--- src/rtl/lane_select_counter_pkg.sv ---
// Shared types and helpers for the lane_select_counter block.
// Contents:
//   lane_sel_mode_t  - per-channel lane selection mode (IDX, PRI, MATCH, HOLD)
//   MAX_CW           - widest counter the helper functions handle
//   lowest_set_idx() - index of lowest set bit, all-ones lane index when zero
//   wildcard_hit()   - masked compare of a counter value against one entry
package lane_sel_pkg;

    typedef enum logic [1:0] {
        IDX   = 2'd0,
        PRI   = 2'd1,
        MATCH = 2'd2,
        HOLD  = 2'd3
    } lane_sel_mode_t;

    localparam int MAX_CW = 16;

    // Only the low cw bits of v are examined. A zero value maps to the
    // top lane (2**cw - 1) so every lane remains reachable in PRI mode.
    function automatic int lowest_set_idx(input logic [MAX_CW-1:0] v, input int cw);
        int idx;
        idx = (32'sd1 <<< cw) - 32'sd1;
        // Scan downwards so the lowest set bit is the last one written.
        for (int i = MAX_CW - 1; i >= 0; i--) begin
            if ((i < cw) && v[i]) begin
                idx = i;
            end else begin
                idx = idx;
            end
        end
        return idx;
    endfunction

    function automatic logic wildcard_hit(input logic [MAX_CW-1:0] cnt,
                                          input logic [MAX_CW-1:0] val,
                                          input logic [MAX_CW-1:0] care);
        return (((cnt ^ val) & care) == {MAX_CW{1'b0}});
    endfunction

endpackage

--- src/rtl/lane_select_counter_if.sv ---
// Bus bundle between the lane_select_counter and its driver.
// Signals:
//   wide_input_bus - LANES lanes of LANE_W bits, lane k at [k*LANE_W +: LANE_W]
//   cnt_en, decrement, dual_count, load - per-channel counter controls
//   load_val       - per-channel CW-bit load value
//   mode           - per-channel 2-bit lane_sel_mode_t
//   cnt_reg        - per-channel counter state (from design)
//   selected_out   - per-channel registered selected lane (from design)
// Modports: master drives controls and bus, slave is the design side.
interface lane_select_counter_if #(
    parameter int LANES    = 16,
    parameter int LANE_W   = 8,
    parameter int CHANNELS = 2
);
    localparam int CW = $clog2(LANES);

    logic [LANES*LANE_W-1:0]    wide_input_bus;
    logic [CHANNELS-1:0]        cnt_en;
    logic [CHANNELS-1:0]        decrement;
    logic [CHANNELS-1:0]        dual_count;
    logic [CHANNELS-1:0]        load;
    logic [CHANNELS*CW-1:0]     load_val;
    logic [CHANNELS*2-1:0]      mode;
    logic [CHANNELS*CW-1:0]     cnt_reg;
    logic [CHANNELS*LANE_W-1:0] selected_out;

    modport master (
        output wide_input_bus, cnt_en, decrement, dual_count, load, load_val, mode,
        input  cnt_reg, selected_out
    );

    modport slave (
        input  wide_input_bus, cnt_en, decrement, dual_count, load, load_val, mode,
        output cnt_reg, selected_out
    );

endinterface

--- src/rtl/lane_select_counter_step.sv ---
// lane_step_counter: one channel's CW-bit up/down step counter.
// Priority: load, then count by 1 or 2 (up or down), else hold.
// Default build wraps modulo 2**CW; with LANE_SEL_SATURATE_EN defined the
// count clamps at 0 and 2**CW-1 instead (loads are never clamped).
// Ports:
//   clk, rst     - clock, synchronous active-high reset
//   load_i       - load load_val_i this edge
//   load_val_i   - CW-bit load value
//   en_i         - count enable
//   dec_i        - 1 = count down
//   dual_i       - 1 = step of 2
//   cnt_o        - registered counter value
module lane_step_counter #(
    parameter int CW = 4
) (
    input  logic          clk,
    input  logic          rst,
    input  logic          load_i,
    input  logic [CW-1:0] load_val_i,
    input  logic          en_i,
    input  logic          dec_i,
    input  logic          dual_i,
    output logic [CW-1:0] cnt_o
);

    logic [CW-1:0] cnt_q;
    logic [CW-1:0] cnt_d;
    logic [CW-1:0] up_res_s;
    logic [CW-1:0] dn_res_s;

`ifdef LANE_SEL_SATURATE_EN
    // One extra bit exposes overflow and borrow for clamping.
    logic [CW:0] step_s;
    logic [CW:0] up_s;
    logic [CW:0] dn_s;

    // Saturating up/down candidates.
    always_comb begin
        step_s   = dual_i ? (CW+1)'(2) : (CW+1)'(1);
        up_s     = {1'b0, cnt_q} + step_s;
        dn_s     = {1'b0, cnt_q} - step_s;
        up_res_s = up_s[CW] ? {CW{1'b1}} : up_s[CW-1:0];
        dn_res_s = dn_s[CW] ? {CW{1'b0}} : dn_s[CW-1:0];
    end
`else
    logic [CW-1:0] step_s;

    // Wrapping up/down candidates; CW-bit arithmetic gives the modulo.
    always_comb begin
        step_s   = dual_i ? CW'(2) : CW'(1);
        up_res_s = cnt_q + step_s;
        dn_res_s = cnt_q - step_s;
    end
`endif

    // Next-state selection: load beats count beats hold.
    always_comb begin
        if (load_i) begin
            cnt_d = load_val_i;
        end else if (en_i) begin
            cnt_d = dec_i ? dn_res_s : up_res_s;
        end else begin
            cnt_d = cnt_q;
        end
    end

    // Counter state register with synchronous reset.
    always_ff @(posedge clk) begin
        if (rst) begin
            cnt_q <= {CW{1'b0}};
        end else begin
            cnt_q <= cnt_d;
        end
    end

    assign cnt_o = cnt_q;

endmodule

--- src/rtl/lane_select_counter.sv ---
// lane_select_counter: CHANNELS independent step counters, each steering a
// registered byte-lane multiplexer over the shared wide input bus.
// Per-channel lane selection from the current counter value:
//   IDX   - lane = counter
//   PRI   - lane = lowest set bit of counter (LANES-1 when counter is 0)
//   MATCH - lane 0 if any wildcard entry matches, otherwise lane = counter
//   HOLD  - selected output keeps its value while the counter still runs
// Optional build macro LANE_SEL_SATURATE_EN: counters saturate instead of wrap.
// Ports:
//   clk  - clock
//   rst  - synchronous active-high reset (clears counters and outputs)
//   bus  - lane_select_counter_if slave modport (controls, data, results)
module lane_select_counter
    import lane_sel_pkg::*;
#(
    parameter int LANES    = 16,
    parameter int LANE_W   = 8,
    parameter int CHANNELS = 2,
    parameter int NMATCH   = 2,
    parameter logic [NMATCH*$clog2(LANES)-1:0] MATCH_VAL  = {4'b1100, 4'b0000},
    parameter logic [NMATCH*$clog2(LANES)-1:0] MATCH_CARE = {4'b1111, 4'b0110}
) (
    input logic                  clk,
    input logic                  rst,
    lane_select_counter_if.slave bus
);

    localparam int CW = $clog2(LANES);

    for (genvar ch = 0; ch < CHANNELS; ch++) begin : g_ch
        logic [CW-1:0]     cnt_s;
        lane_sel_mode_t    mode_s;
        logic              hit_s;
        logic [CW-1:0]     lane_s;
        logic [LANE_W-1:0] sel_d;
        logic [LANE_W-1:0] sel_q;

        lane_step_counter #(.CW(CW)) u_cnt (
            .clk        (clk),
            .rst        (rst),
            .load_i     (bus.load[ch]),
            .load_val_i (bus.load_val[ch*CW +: CW]),
            .en_i       (bus.cnt_en[ch]),
            .dec_i      (bus.decrement[ch]),
            .dual_i     (bus.dual_count[ch]),
            .cnt_o      (cnt_s)
        );

        assign mode_s = lane_sel_mode_t'(bus.mode[ch*2 +: 2]);

        // Lane index from the pre-edge counter value and the channel mode.
        always_comb begin
            hit_s = 1'b0;
            for (int i = 0; i < NMATCH; i++) begin
                hit_s = hit_s | wildcard_hit(MAX_CW'(cnt_s),
                                             MAX_CW'(MATCH_VAL[i*CW +: CW]),
                                             MAX_CW'(MATCH_CARE[i*CW +: CW]));
            end
            case (mode_s)
                IDX:     lane_s = cnt_s;
                PRI:     lane_s = CW'(lowest_set_idx(MAX_CW'(cnt_s), CW));
                MATCH:   lane_s = hit_s ? {CW{1'b0}} : cnt_s;
                HOLD:    lane_s = cnt_s;
                default: lane_s = cnt_s;
            endcase
        end

        // Lane data mux; HOLD recirculates the current output.
        always_comb begin
            if (mode_s == HOLD) begin
                sel_d = sel_q;
            end else begin
                sel_d = bus.wide_input_bus[int'(lane_s)*LANE_W +: LANE_W];
            end
        end

        // Selected-lane output register with synchronous reset.
        always_ff @(posedge clk) begin
            if (rst) begin
                sel_q <= {LANE_W{1'b0}};
            end else begin
                sel_q <= sel_d;
            end
        end

        assign bus.cnt_reg[ch*CW +: CW]          = cnt_s;
        assign bus.selected_out[ch*LANE_W +: LANE_W] = sel_q;
    end

endmodule

--- src/flat_wrapper.sv ---
// flat-port wrapper written by rule: the top's interface ports become plain ports
module lane_select_counter_flat import lane_sel_pkg::*;
#(
    parameter int LANES    = 16,
    parameter int LANE_W   = 8,
    parameter int CHANNELS = 2,
    parameter int NMATCH   = 2,
    parameter logic [NMATCH*$clog2(LANES)-1:0] MATCH_VAL  = {4'b1100, 4'b0000},
    parameter logic [NMATCH*$clog2(LANES)-1:0] MATCH_CARE = {4'b1111, 4'b0110}
)
  (clk, rst, bus_wide_input_bus, bus_cnt_en, bus_decrement, bus_dual_count, bus_load, bus_load_val, bus_mode, bus_cnt_reg, bus_selected_out);
  lane_select_counter_if #(.LANES(LANES), .LANE_W(LANE_W), .CHANNELS(CHANNELS)) bus_i ();
  input logic clk;
  input logic rst;
  input wire logic [$bits(bus_i.wide_input_bus)-1:0] bus_wide_input_bus;
  input wire logic [$bits(bus_i.cnt_en)-1:0] bus_cnt_en;
  input wire logic [$bits(bus_i.decrement)-1:0] bus_decrement;
  input wire logic [$bits(bus_i.dual_count)-1:0] bus_dual_count;
  input wire logic [$bits(bus_i.load)-1:0] bus_load;
  input wire logic [$bits(bus_i.load_val)-1:0] bus_load_val;
  input wire logic [$bits(bus_i.mode)-1:0] bus_mode;
  output wire logic [$bits(bus_i.cnt_reg)-1:0] bus_cnt_reg;
  output wire logic [$bits(bus_i.selected_out)-1:0] bus_selected_out;
  assign bus_i.wide_input_bus = bus_wide_input_bus;
  assign bus_i.cnt_en = bus_cnt_en;
  assign bus_i.decrement = bus_decrement;
  assign bus_i.dual_count = bus_dual_count;
  assign bus_i.load = bus_load;
  assign bus_i.load_val = bus_load_val;
  assign bus_i.mode = bus_mode;
  assign bus_cnt_reg = bus_i.cnt_reg;
  assign bus_selected_out = bus_i.selected_out;
  lane_select_counter #(.LANES(LANES), .LANE_W(LANE_W), .CHANNELS(CHANNELS), .NMATCH(NMATCH), .MATCH_VAL(MATCH_VAL), .MATCH_CARE(MATCH_CARE)) u_core (.clk(clk), .rst(rst), .bus(bus_i));
endmodule
--- config.mk ---
export PLATFORM = sky130hd
export DESIGN_NAME = lane_select_counter_flat
export DESIGN_NICKNAME = d
export VERILOG_FILES = /design/src/rtl/lane_select_counter_pkg.sv /design/src/rtl/lane_select_counter_if.sv /design/src/rtl/lane_select_counter_step.sv /design/src/rtl/lane_select_counter.sv /design/src/flat_wrapper.sv
export SDC_FILE = /design/constraint.sdc
export NUM_CORES = 1
export LEC_CHECK = 0
export CAP_MARGIN = 20
export CELL_PAD_IN_SITES_DETAIL_PLACEMENT = 0
export CELL_PAD_IN_SITES_GLOBAL_PLACEMENT = 1
export CORE_ASPECT_RATIO = 0.8
export CORE_MARGIN = 2
export CORE_UTILIZATION = 27
export CTS_CLUSTER_SIZE = 40
export DETAILED_ROUTE_END_ITERATION = 6
export PLACE_DENSITY = 0.81
export REMOVE_ABC_BUFFERS = 1
export SLEW_MARGIN = 20
export SYNTH_ARGS = -nofsm -noshare
export SYNTH_HDL_FRONTEND = slang
export SYNTH_SLANG_ARGS = --single-unit
--- constraint.sdc ---
create_clock -name clk -period 2.4 [get_ports clk]
set_input_delay 0.36 -clock clk [delete_from_list [all_inputs] [get_ports clk]]
set_output_delay 0.36 -clock clk [all_outputs]
set_load 0.005 [all_outputs]
* Yosys cells after proc, flatten, opt, wreduce, memory -nomap -nowiden *
Cells that the tools add are included.

operators by class
  add/sub/neg operators = 4
  multiply operators = 0
  divide/modulo/power cells = 0
  order comparisons = 0
  eq/ne operators = 6
  shift operators = 2
  muxes and demuxes = 20
  bitwise logic cells = 4
  reduce and logical (&&, ||, !) cells = 10

operators with widths
  cell                                                                    number
  128-bit by 8-bit variable part select with 8-bit output                 2
  16-bit zero test                                                        4
  4-bit two-way mux                                                       16
  4-bit case mux with 3 select lines                                      2
  4-bit adder                                                             2
  2-bit equality test (second input constant)                             4
  4-bit subtractor                                                        2
  2-bit by 1-bit equality test with 1-bit output (second input constant)  2
  2-bit zero test                                                         2
  2-bit two-way mux                                                       2
  2-bit NOT                                                               2
  2-bit nonzero test                                                      2
  2-bit OR reduction                                                      2
  1-bit OR                                                                2

word-level totals
  bits in registers = 24
  bits in latches = 0
  memory bits (writable) = 0
  ROM bits = 0
  bits of input ports = 150
  output and inout port bits = 24
  logic and storage cells = 50
  memories = 0

* Depth between registers and ports, before layout *
Gate-level depths: netlist of the first run.

  depth after elaboration = 6
  depth in mapped cells = 12

* Cells and area by module *
Synthesis of the first run repeated with hierarchy kept, for this count alone.

unflattened totals
  cells, all modules = 692
  area, all modules = 4174.0 um2

by module, submodules not included
  module               times used  cells each  area an instance (um2)  seq. area each (um2)
  lane_select_counter  1           616         3535.9                  320.3
  lane_step_counter    2           38          319.1                   80.1

* Worst setup path before layout of the first run *
Ideal clock, no wire load.

  kind = in2reg
  from = in bus_mode[2]
  to = reg u_core.g_ch[1].sel_q[7]
  library setup time = 0.122 ns
  data arrival time = 2.371 ns
  path slack = -0.093 ns
  cell stages on the path = 9
  buffers on the path = 1
  cell sequence = inv_1 -> ha_1 -> or4b_4 -> a32o_1 -> buf_6 -> a221o_1 -> a21oi_1 -> o21bai_1 -> a221o_1

on the way
  word-level cells in the longest chain between the ends = 4

ends and longest elaborated chain
  element                                                  line                                                  RTL
  start, declared                                          flat_wrapper.sv:21                                    input wire logic [$bits(bus_i.mode)-1:0] bus_mode;
  2-bit equality test or 2-bit zero test (tied branches)   lane_select_counter.sv:59, lane_select_counter.sv:70
  2-bit OR reduction (no source line)                      -
  4-bit case mux with 3 select lines                       lane_select_counter.sv:59                             case (mode_s)
  128-bit by 8-bit variable part select with 8-bit output  lane_select_counter.sv:73                             sel_d = bus.wide_input_bus[int'(lane_s)*LANE_W +: LANE_W];
  end signal, assigned                                     lane_select_counter.sv:80                             sel_q <= {LANE_W{1'b0}};
  end signal, assigned                                     lane_select_counter.sv:82                             sel_q <= sel_d;
  end, declared                                            lane_select_counter.sv:36                             logic [LANE_W-1:0] sel_q;

Several ways; a longest one is shown, not always the timed one.
A chain may end at the register's enable or synchronous reset.

* Final worst setup path of the first run *
Ends and elaborated chain as after synthesis.

==> results of run 1 <==
[registers in the layout, indices dropped and copies added, names as in the netlist]
| name | cells |
|---|---|
| u_core.g_ch.u_cnt.cnt_o | 8 |
| u_core.g_ch.sel_q | 16 |
[synth_stat cells (all sizes together) (2+ instances only)]
cell type	count
a211oi	6
a21oi	23
a221o	7
a221oi	12
a22oi	3
a31oi	2
a32o	2
and2	2
and3	2
buf	24
clkbuf	17
clkinv	2
dfxtp	24
fa	2
ha	12
inv	16
mux2	20
mux2i	53
nand2	153
nand2b	17
nand3	76
nand4b	3
nor2	13
nor2b	23
nor3	3
nor3b	2
nor4b	3
o2111ai	12
o211a	4
o211ai	31
o21a	5
o21ai	48
o21ba	2
o21bai	3
o31ai	2
or3	2
or4b	2
xnor2	4
[stage by stage]
step | cells | TNS [ns]
2_1_floorplan | 601 | -19.13
3_3_place_gp | 1074 | -9.96
3_5_place_dp | 1074 | -10.32
4_1_cts | 1090 | 0
5_1_grt | 1092 | -0.0360
6_report | 1092 | 0
[layout make-up]
type / count / share of cell area, %
Multi-Input combinational cell: 561 / 50.9
Timing Repair Buffer: 271 / 36.8
Sequential cell: 24 / 6.63
Tap cell: 215 / 3.69
Clock buffer: 3 / 1.03
Inverter: 18 / 1.01
[critical path: stages]
cell	delay, ns
buf_2	0.11
inv_2	0.06
ha_4	0.20
or4b_4	0.52
buf_12	0.15
a32o_2	0.29
mux2i_1	0.19
mux2i_1	0.11
a22o_1	0.23
a221o_1	0.27
[kinds of logic (layout without fill, tap and decap cells)]
group           count (synthesis)  in the layout  synth area share [%]
compound gates                165            167                  26.6
buf+inv                        59            292                  6.40
fa+ha+maj                      14             14                  4.42
simple gates                  303            303                  33.1
xor+xnor                        4              4                 0.814
flops                          24             24                  11.2
mux                            73             73                  17.6
[routing by layer]
metal	share of wire (%)	vias up	track usage, %
li1	-	2841	-
met1	45	2723	32.0
met2	44	272	38.6
met3	8.8	24	5.66
met4	2.0	0	6.01
met5	0	-	0
[final timing paths]
path	slack, ns	endpoint	from
setup / recovery	0.06	u_core.g_ch[1].sel_q[7]	bus_mode[2]
hold / removal	0.50	u_core.g_ch[0].sel_q[3]	u_core.g_ch[0].sel_q[3]
setup reg to reg	0.10	u_core.g_ch[0].sel_q[7]	u_core.g_ch[0].u_cnt.cnt_o[1]
hold reg to reg	0.50	u_core.g_ch[0].sel_q[3]	u_core.g_ch[0].sel_q[3]
[timing repair]
item / CTS / global route
setup endpoints to repair: 16 / 18
resized for setup: 42 / 21
gates cloned: 6 / 1
hold endpoints to repair: 0 / 0
buffers inserted: 7 / 2
pin swaps: 19 / 16
[power breakdown]
part           internal (mW)  switching, mW
clock                  0.222          0.181
sequential             0.461         0.0508
combinational          0.944          0.838
==> summary.md, run 1 <==
| Metric | Value |
|---|---|
| Status | `completed` |
| Min-delay worst type | `register to register` |
| Clock Latency Late Sink | `0.27 ns` |
| Dpl ws | `-0.728 ns` |
| Fin crit share | `97.4%` |
| Largest net degree at the start of global routing | `43` |
| Vias per std cell | `5.37` |
| First drt pass iteration count | `5` |
| Maxcap violations | `0` |
| Worst Setup Slack, final | `0.0624 ns` |
| Cell Rows | `41` |
| Most frequent cells in the layout | `169 x clkdlybuf4s50_1, 153 x nand2_1, 80 x buf_4` |
| CP endpoint kind | `register` |
| Final Hold Slack | `0.496 ns` |
| # nets final | `1043` |
| DRC Markers | `0` |
| Placed Area | `6810 um^2` |
| Overflow left after global routing | `0` |
| WL per Instance | `19.4 um` |
| #FFs+latches synth | `24` |
| Layout cells sized above 1 | `17.7%` |
| Initial antenna violation count | `0` |
| Worst Path Required | `2.56 ns` |
| PortBufs | `173` |
| Die area | `17000 um^2` |
| Largest vdd supply drop | `280 uV` |
| Storage cell area | `483 um^2` |
| Max Root-Sink Buffers | `2` |
| Avg Synthesized Cell Area | `6.70 um^2` |
| Hold-fix buffers at CTS | `0` |
| Top cells by area, synth | `nand2_1 13%, mux2i_1 12%, dfxtp_1 11%` |
| Post-Synthesis Cells | `642` |
| Hold Fails Final Rpt | `0` |
| Final GP Congestion | `0.929` |
| Period minus WS final | `2.34 ns` |
| PwrDens | `370 nW/um^2` |
| Vias in the first global route | `5668` |
| Htree depth | `1` |
| R2R depth | `7` |
| Num CTS Buffers | `3` |
| Fmax | `428 MHz` |
| Clock root cell | `clkbuf_16` |
| Post-DP HPWL | `15.4 mm` |
| P&R area growth vs syn | `69.3%` |
| Die X | `145 um` |
| Async SR Flop Fraction | `0%` |
| Die height | `117 um` |
| Worst Skew | `0.00380 ns` |
| Worst Path Max Fanout | `4` |
| First-pass GRT wire length | `31.6 mm` |
| Least-Margin Pin Slew | `0.965 ns` |
| Final WL | `21.2 mm` |
| Core Util, Final | `46.4%` |
| Global Route Usage Sum | `23.7%` |
| Primary FF master, synth | `dfxtp_1` |
| ANT nets after route | `0` |
| Mapped Area | `4300 um^2` |
| RSZ-0062 raised after global routing | `true` |
| Core ar. | `15700 um^2` |
| Lkg Pwr | `2.89 nW` |
| Synth area leader | `nand2_1` |
| Final setup fails | `0` |
| Post-route design area | `7280 um^2` |
| Number of flops mapped to enable cells by yosys | `0` |
| Ant. Diodes | `0` |
| Clock transition at the registers of the reported paths | `0.07 ns` |
| Post-synthesis sequential area ratio | `11.2%` |
| Slew Viols, Final | `0` |
| Via count | `5860` |
| Number of distinct library cells after synthesis | `50` |
| Total power | `2.70 mW` |
| Initial core utilization | `27.4%` |
| Top Ports | `174` |
| Area of the multi-input gates | `3700 um^2` |
| Clk sinks | `24` |
| Top cell type's share of synthesized area | `13.4%` |
| Most common cell after layout, fill and taps aside | `clkdlybuf4s50_1` |
| Fill cell count | `1589` |
| Worst setup SP type | `input pin` |
| Syn. warnings | `0` |
| Crit path DAT | `2.50 ns` |
| Critical path class | `input pin to register` |
| Slew margin rel. | `35.5%` |
| DRT iter0 DRCs | `558` |
| Hold Path Cell Cnt | `2` |
| CTS tree | `yes` |
No activity file was read; power rests on OpenSTA's default activity.
==> run 2: changes to the inputs <==
--- a/config.mk
+++ b/config.mk
@@ -13,7 +13,7 @@
 export CORE_UTILIZATION = 27
 export CTS_CLUSTER_SIZE = 40
 export DETAILED_ROUTE_END_ITERATION = 6
-export PLACE_DENSITY = 0.81
+export PLACE_DENSITY = 0.77
 export REMOVE_ABC_BUFFERS = 1
 export SLEW_MARGIN = 20
 export SYNTH_ARGS = -nofsm -noshare
==> run 2 against run 1 <==
Against the previous run: clock-buffer cell count is 1 higher; wire length is 3.9% lower; largest power group unchanged; critical path depth stayed put; register-to-register slack hardly changed; setup slack better by 0.015 ns.
==> summary.md, run 2 (synthesized netlist as in run 1, its figures left out) <==
| Metric | Value |
|---|---|
| CP endpoint kind | `register` |
| Clock Latency Late Sink | `0.27 ns` |
| Area of the multi-input gates | `3600 um^2` |
| Worst Setup Slack, final | `0.0779 ns` |
| Fill cell count | `1668` |
| Core Util, Final | `45.2%` |
| Status | `completed` |
| Die X | `145 um` |
| Placed Area | `6780 um^2` |
| Die height | `117 um` |
| Via count | `5759` |
| Worst Setup EP | `u_core.g_ch[0].sel_q[2]` |
| Clk sinks | `24` |
| R2R depth | `7` |
| Crit path DAT | `2.47 ns` |
| Initial core utilization | `27.4%` |
| Lkg Pwr | `2.81 nW` |
| Top delay family on crit path | `compound AO/OA/AOI/OAI gates` |
| Slew margin rel. | `37.9%` |
| Most frequent cells in the layout | `169 x clkdlybuf4s50_1, 153 x nand2_1, 76 x nand3_1` |
| Num CTS Buffers | `3` |
| Stages on the worst setup path | `10` |
| Largest Register | `u_core.g_ch.sel_q` |
| Overflow left after global routing | `0` |
| WL per Instance | `18.8 um` |
| Dpl ws | `-0.681 ns` |
| Largest vdd supply drop | `274 uV` |
| Critical path class | `input pin to register` |
| Final WL | `20.3 mm` |
| Worst-path cell chain | `buf_8 > inv_4 > ha_4 > or4b_4 > a32o_4 > buf_12 > buf_16 > mux2_4 > o211ai_1 > o2111ai_1` |
| Clock transition at the registers of the reported paths | `0.07 ns` |
| Storage cell area | `482 um^2` |
| Maxcap violations | `0` |
| Worst setup SP type | `input pin` |
| Worst Path Max Fanout | `5` |
| Crit path buffers/inverters | `4` |
| Min-delay worst type | `register to register` |
| RSZ-0062 raised after global routing | `true` |
| Final GP Congestion | `0.928` |
| Fin crit share | `96.8%` |
| Period minus WS final | `2.32 ns` |
| Vias per std cell | `5.33` |
| # nets final | `1031` |
| Worst Path Required | `2.55 ns` |
| Final Hold Slack | `0.494 ns` |
| Core ar. | `15700 um^2` |
| DRC Markers | `0` |
| Die area | `17000 um^2` |
| Post-DP HPWL | `15.6 mm` |
| Final setup fails | `0` |
| Clock root cell | `clkbuf_16` |
| Initial antenna violation count | `0` |
| First-pass GRT wire length | `31.2 mm` |
| Capturing point of the worst reg2reg path | `u_core.g_ch[0].sel_q[2]` |
| Least-Margin Pin Slew | `0.929 ns` |
| Slowest library cell on the worst path | `or4b_4` |
| CTS tree | `yes` |
| Fmax | `431 MHz` |
| Critical R2R Launch | `u_core.g_ch[0].u_cnt.cnt_o[0]` |
| ANT nets after route | `0` |
| FF-to-FF setup slack | `0.10 ns` |
| Vias in the first global route | `5599` |
| Hold Fails Final Rpt | `0` |
| Global Route Usage Sum | `23.2%` |
| Worst Skew | `0.00486 ns` |
| P&R area growth vs syn | `64.9%` |
| Cell Rows | `41` |
| Largest net degree at the start of global routing | `42` |
| DRT iter0 DRCs | `462` |
| Hold-fix buffers at CTS | `0` |
| First drt pass iteration count | `6` |
| Most common cell after layout, fill and taps aside | `clkdlybuf4s50_1` |
| PortBufs | `173` |
| Beginning of the critical path | `bus_mode[0]` |
| PwrDens | `372 nW/um^2` |
| Layout cells sized above 1 | `15.6%` |
| Htree depth | `1` |
| Max FFs per register | `16` |
| CP max stage delay | `0.48 ns` |
| Post-route design area | `7090 um^2` |
| Max Root-Sink Buffers | `2` |
| Ant. Diodes | `0` |
| Slew Viols, Final | `0` |
| Top Ports | `174` |
run 2: changes by cell type in the layout (fill, tap and decap cells not counted), sizes merged:
cell    change
buf        -10
clkbuf      +1
a32o        -2
run 2: area by class of cell:
| type | count | share of cell area (%) |
|---|---|---|
| Multi-Input combinational cell | 559 | 50.8 |
| Timing Repair Buffer | 261 | 36.4 |
| Sequential cell | 24 | 6.79 |
| Tap cell | 215 | 3.79 |
| Clock buffer | 4 | 1.25 |
| Inverter | 18 | 1.04 |
run 2: through the flow:
stage | setup TNS (ns) | std cells | total power, mW
2_1_floorplan | -19.13 | 601 | 1.25
3_3_place_gp | -9.89 | 1067 | 2.08
3_5_place_dp | -10.05 | 1067 | 2.09
4_1_cts | 0 | 1076 | 2.59
5_1_grt | -0.0175 | 1081 | 2.81
6_report | 0 | 1081 | 2.64
run 2: report_power, final:
part	total, mW	internal [mW]	switching, mW
combinational	1.70	0.898	0.800
clock	0.435	0.257	0.178
sequential	0.503	0.461	0.0429
run 2: worst register-to-register path, cell delays in order (launching register included):
cell       delay (ns)
dfxtp_2          0.35
or4b_4           0.54
a32o_4           0.37
buf_12           0.16
buf_16           0.14
mux2_4           0.30
o211ai_1         0.19
o2111ai_1        0.13
run 2: worst min path at each step:
stage,start,endpoint,slack [ns],cells after the start
final,u_core.g_ch[1].sel_q[4],u_core.g_ch[1].sel_q[4],0.49,2
after floorplan,rst,u_core.g_ch[0].u_cnt.cnt_o[0],0.43,1
after detailed placement,u_core.g_ch[1].sel_q[4],u_core.g_ch[1].sel_q[4],0.48,2
after global placement,u_core.g_ch[1].sel_q[4],u_core.g_ch[1].sel_q[4],0.47,2
after global routing,u_core.g_ch[1].sel_q[4],u_core.g_ch[1].sel_q[4],0.52,2
after CTS,u_core.g_ch[0].sel_q[4],u_core.g_ch[0].sel_q[4],0.49,2
run 2: layer usage:
layer  wire length, um  part of all wire, %  track usage (%)
met3              1800                  8.9             5.08
met4               384                  1.9             5.62
met1              9230                   45             31.7
met2              8920                   44             37.7
met5                 0                    0                0
run 2: repair_timing:
| item | CTS | global route |
|---|---|---|
| cloned | 3 | 1 |
| buffers inserted | 3 | 4 |
| gates resized for setup | 27 | 11 |
| pin swaps | 14 | 9 |
| setup endpoints to repair | 16 | 20 |
